**src/rtl/audio_voice_scheduler.sv**
```systemverilog
// Sample-rate sequencer: divides clk to the audio sample tick, then walks every
// voice through one shared engine and presents the saturated mix to the DAC pair.
module audio_voice_scheduler #(
  parameter int NUM_VOICES = 4,
  parameter int VIDX_W     = 2,
  parameter int CLK_DIV    = 1500,
  parameter int SAMPLE_W   = 12,
  parameter int ACC_W      = 16
) (
  input  logic                       clk,
  input  logic                       resetn,
  input  logic                       enable,
  output logic                       voice_req,
  output logic [VIDX_W-1:0]          voice_idx,
  input  logic                       voice_ack,
  input  logic signed [SAMPLE_W-1:0] voice_sample,
  output logic signed [SAMPLE_W-1:0] sample_out,
  output logic                       sample_valid,
  output logic                       overrun,
  input  logic                       overrun_clr,
  output logic [1:0]                 state_dbg
);

  // Engine handshake: voice_req/voice_idx are held from the first REQ cycle
  // until the cycle voice_ack is seen high; that cycle transfers voice_sample.
  // voice_req always drops for at least one cycle between two requests.

  localparam int DIV_W = $clog2(CLK_DIV);
  localparam logic [DIV_W-1:0]        DIV_LAST = DIV_W'(CLK_DIV - 1);
  localparam logic [VIDX_W-1:0]       IDX_LAST = VIDX_W'(NUM_VOICES - 1);
  localparam logic signed [ACC_W-1:0] SAT_MAX  = ACC_W'((2 ** (SAMPLE_W - 1)) - 1);
  localparam logic signed [ACC_W-1:0] SAT_MIN  = ACC_W'(-(2 ** (SAMPLE_W - 1)));

  typedef enum logic [1:0] {
    S_IDLE   = 2'd0,
    S_REQ    = 2'd1,
    S_GAP    = 2'd2,
    S_OUTPUT = 2'd3
  } state_t;

  state_t                       state_q, state_d;
  logic [DIV_W-1:0]             div_cnt_q, div_cnt_d;
  logic [VIDX_W-1:0]            idx_q, idx_d;
  logic signed [ACC_W-1:0]      acc_q, acc_d;
  logic                         req_q, req_d;
  logic signed [SAMPLE_W-1:0]   sample_q, sample_d;
  logic                         valid_q, valid_d;
  logic                         overrun_q, overrun_d;

  logic                         tick;
  logic signed [ACC_W-1:0]      sample_ext;
  logic signed [SAMPLE_W-1:0]   sat_acc;

  assign tick       = enable && (div_cnt_q == DIV_LAST);
  assign sample_ext = {{(ACC_W - SAMPLE_W){voice_sample[SAMPLE_W-1]}}, voice_sample};

  always_comb begin
    if (acc_q > SAT_MAX) begin
      sat_acc = SAT_MAX[SAMPLE_W-1:0];
    end else if (acc_q < SAT_MIN) begin
      sat_acc = SAT_MIN[SAMPLE_W-1:0];
    end else begin
      sat_acc = acc_q[SAMPLE_W-1:0];
    end
  end

  always_comb begin
    state_d   = state_q;
    idx_d     = idx_q;
    acc_d     = acc_q;
    req_d     = req_q;
    sample_d  = sample_q;
    valid_d   = 1'b0;

    if (!enable || (div_cnt_q == DIV_LAST)) begin
      div_cnt_d = '0;
    end else begin
      div_cnt_d = div_cnt_q + 1'b1;
    end

    // A tick during a frame is only flagged; it never restarts or queues a frame.
    overrun_d = (overrun_q && !overrun_clr) || (tick && (state_q != S_IDLE));

    case (state_q)
      S_IDLE: begin
        if (tick) begin
          acc_d   = '0;
          idx_d   = '0;
          req_d   = 1'b1;
          state_d = S_REQ;
        end
      end
      S_REQ: begin
        if (voice_ack) begin
          acc_d = acc_q + sample_ext;
          req_d = 1'b0;
          if (idx_q == IDX_LAST) begin
            state_d = S_OUTPUT;
          end else begin
            idx_d   = idx_q + 1'b1;
            state_d = S_GAP;
          end
        end
      end
      S_GAP: begin
        req_d   = 1'b1;
        state_d = S_REQ;
      end
      S_OUTPUT: begin
        sample_d = sat_acc;
        valid_d  = 1'b1;
        state_d  = S_IDLE;
      end
      default: begin
        req_d   = 1'b0;
        state_d = S_IDLE;
      end
    endcase
  end

  always_ff @(posedge clk) begin
    if (!resetn) begin
      state_q   <= S_IDLE;
      div_cnt_q <= '0;
      idx_q     <= '0;
      acc_q     <= '0;
      req_q     <= 1'b0;
      sample_q  <= '0;
      valid_q   <= 1'b0;
      overrun_q <= 1'b0;
    end else begin
      state_q   <= state_d;
      div_cnt_q <= div_cnt_d;
      idx_q     <= idx_d;
      acc_q     <= acc_d;
      req_q     <= req_d;
      sample_q  <= sample_d;
      valid_q   <= valid_d;
      overrun_q <= overrun_d;
    end
  end

  assign voice_req    = req_q;
  assign voice_idx    = idx_q;
  assign sample_out   = sample_q;
  assign sample_valid = valid_q;
  assign overrun      = overrun_q;
  assign state_dbg    = state_q;

endmodule

```
**config.mk**
```make
export PLATFORM = sky130hd
export DESIGN_NAME = audio_voice_scheduler
export DESIGN_NICKNAME = d
export VERILOG_FILES = /design/src/rtl/audio_voice_scheduler.sv
export SDC_FILE = /design/constraint.sdc
export NUM_CORES = 1
export LEC_CHECK = 0
export CAP_MARGIN = 40
export CORE_MARGIN = 2
export CORE_UTILIZATION = 54
export CTS_CLUSTER_SIZE = 10
export DETAILED_ROUTE_END_ITERATION = 8
export GPL_TIMING_DRIVEN = 0
export PLACE_DENSITY_LB_ADDON = 0.05
export SYNTH_ARGS = -nofsm -noshare
export SYNTH_HDL_FRONTEND = slang
export SYNTH_SLANG_ARGS = --single-unit
```
**constraint.sdc**
```tcl
create_clock -name clk -period 3 [get_ports clk]
set_clock_uncertainty 0.05 [all_clocks]
set_input_delay 0.3 -clock clk [delete_from_list [all_inputs] [get_ports clk]]
set_output_delay 0.3 -clock clk [all_outputs]
set_load 0.02 [all_outputs]
```
==> results.cfg, run 1 <==
[status]
outcome = complete, no violations

[placed_design]
numPlacedInstances = 383
hpwl_mm = 3.947
io_buffer_count = 34
gp_congestion = 0.7875

[clocking]
numCtsBuffers = 5
cts_sinks = 46
post_cts_buffers = 0
root_buffer = clkbuf_8
cts-resized-gates = 0
clk_latency_ps = 300
clk_path_buf_depth = 2
htreeDepth = 2
ctsHoldBuffers = 0
clkTransAtPathRegs_ps = 90
cts_tree = built

[global_route]
grt_max_degree = 15
grt_use_met3_pct = 5.417
antenna_found_initial = 0
grt_remaining_overflow = 0
busiest_layer = met2
met2_usage_pct = 35.88
grt_pass1_wl_mm = 8.921
grtUsageTotal_pct = 21.73
gr-usage-met1_pct = 28.95
grt_pass1_vias = 1972

[worst_setup_path]
critical_path_arrival_ps = 2850
worstRegToRegCells = 11
cp.required_ps = 3180
path_max_fanout = 4
worstSetupPathType = input pin to flop
critPathLaunchType = input pin
endpoint_kind = flop

[synth]
syn-cell-area_um2 = 2520
postSynth.asyncResetShare_pct = 0
synth_edf_count = 0
ys_seq_area_share_pct = 36.54
syn_avg_cell_area_um2 = 8.485
synth-seq-cells = 46
synth_ff_type = dfxtp_1
synth.distinct_cells = 49
ys_warn_count = 0
syn-num-nets = 332
syn_inst = 297

[power]
power_mw = 1.150
pwr-share-clk_pct = 40.2
power.internal_uw = 899.6
leakage_nw = 1.136
seqPwrFrac_pct = 53.3
powerDensity_nw_per_um2 = 378.7
peakVddDrop_mv = 0.4573
pwr-share-comb_pct = 6.5
power_switching_uw = 249.9
switching_share_pct = 21.74

[floorplanning]
die_w_um = 72.31
core-area_um2 = 4414
io-pin-count = 36
fp.dieH_um = 72.31
dieArea_um2 = 5229
floorplan.initialDensity_pct = 57.09
placementRows = 24

[detailed_routing]
via_per_inst = 5.486
first_iter_violations = 85
wl_per_cell_um = 13.33
drc_errors = 0
first_pass_iters = 6
wirelength_mm = 5.211
vias = 2145
antenna_left = 0

[cells_and_area]
layout_commonest_cell = dfxtp_1
seq_area_um2 = 920.9
nNetsFinal = 373
final_cell_mix = dfxtp_1, clkdlybuf4s50_1, nand2_1
finalNonFillerCells = 391
multiInputGateArea_um2 = 1486
fin_util_pct = 68.76
drive_gt1_share_pct = 5.605
areaGrowthSynthToFinish_pct = 20.46
num_antenna_cells = 0
fill_cells = 391

[sta]
rsz0062_at_grt = false
post-route-period-util_pct = 89.00
post-route-min-period_ps = 2670
tightest_slew_ps = 426.9
max_freq_mhz = 374.5
timing.hold.ws_ps = 378.7
final_hold_viol_count = 0
slew_headroom_pct = 71.54
setup_viol = 0
drv_slew = 0

[min_path]
holdPathStages = 2
hold_class = input pin to flop

[job]
cap_violations = 0
## registers in the layout (all words and copies together) (netlist names)
name / flops
overrun: 1
voice_req: 1
voice_idx: 2
acc_q: 16
sample_valid: 1
sample_out: 12
state_dbg: 2
div_cnt_q: 11
## metal layers
layer | vias up | part of all wire, %
li1 | 1129 | -
met1 | 985 | 50
met2 | 27 | 47
met3 | 4 | 2.8
met4 | 0 | 0.63
met5 | - | 0
## stage by stage
| stage | setup slack (ps) | setup TNS [ps] | cell area [µm²] |
|---|---|---|---|
| detailed placement | -2.213 | -2.213 | 2925 |
| floorplan | 745.0 | 0 | 2520 |
| finish | 330.1 | 0 | 3035 |
| CTS | 310.7 | 0 | 3035 |
| global route | 58.67 | 0 | 3035 |
| global placement | 23.62 | 0 | 2925 |
## power groups by stage
stage | logic [mW] | clock network [mW] | registers [mW]
6_report | 0.0748 | 0.462 | 0.612
5_1_grt | 0.0835 | 0.503 | 0.613
4_1_cts | 0.0752 | 0.467 | 0.612
3_5_place_dp | 0.0749 | 0 | 0.627
3_3_place_gp | 0.0736 | 0 | 0.627
2_1_floorplan | 0.0436 | 0 | 0.627
## Yosys cell counts, drive strengths merged, types with 2 or more instances
cell	n	area (µm²)
a211oi	3	27.52
a21boi	13	97.59
a21o	5	37.54
a21oi	11	55.05
a22oi	2	15.01
and2	4	28.78
buf	3	33.78
clkbuf	9	33.78
dfxtp	46	920.9
ha	17	212.7
inv	12	45.04
nand2	31	116.4
nand2b	5	31.28
nand3	9	50.05
nand4	3	18.77
nor2	23	86.33
nor2b	11	68.82
nor3	13	65.06
nor4	3	25.02
o21ai	26	130.1
o21bai	2	15.01
o22ai	2	12.51
o311a	2	20.02
o31ai	3	22.52
or2	2	12.51
or3	4	25.02
xnor2	8	70.07
xor2	10	87.58
## area by class of cell
class                           count  area share, %
Buffer                             12          2.226
Clock buffer                        6          2.391
Clock inverter                      2          1.237
Inverter                           12          1.484
Multi-Input combinational cell    227          48.97
Sequential cell                    46          30.34
Tap cell                           52          2.143
Timing Repair Buffer               34          11.21
## kinds of logic (layout without fill, tap and decap cells)
logic type      Yosys count  after routing  share of synthesized area (%)
simple gates            112            112                          22.24
compound gates           77             77                          20.41
flops                    46             46                          36.54
buf+inv                  24             66                          4.468
fa+ha+maj                18             18                          9.235
xor+xnor                 18             18                          6.256
mux                       2              2                         0.8441
## worst max-delay path, cell delays in order
cell and delay, ps:
clkdlybuf4s50_1 460, ha_1 220, inv_1 70, fa_1 400
nor2b_1 160, o21ai_1 100, a21oi_1 270, o311ai_2 180
o21ai_0 280, o22ai_1 130, xor2_1 160, o21ai_0 130
## path summary, 6_finish.rpt
check / start / to / slack, ps
max: voice_sample[0] / acc_q[12] / 330
min: resetn / sample_out[1] / 380
max reg2reg: acc_q[0] / acc_q[12] / 410
min reg2reg: sample_out[11] / sample_out[11] / 420
Note: power is estimated with default switching activity, not from simulation.
==> run 2: changes to the inputs <==
Settings changed: CAP_MARGIN 40 to 25, CTS_CLUSTER_SIZE 10 to 20.
==> results of run 2 <==
The final DEF is identical to that of run 1; final timing and power are the same.
==> run 3: changes to the inputs <==
Settings changed: SLEW_MARGIN set to 0.
==> results of run 3 <==
The final DEF is identical to that of run 1; final timing and power are the same.
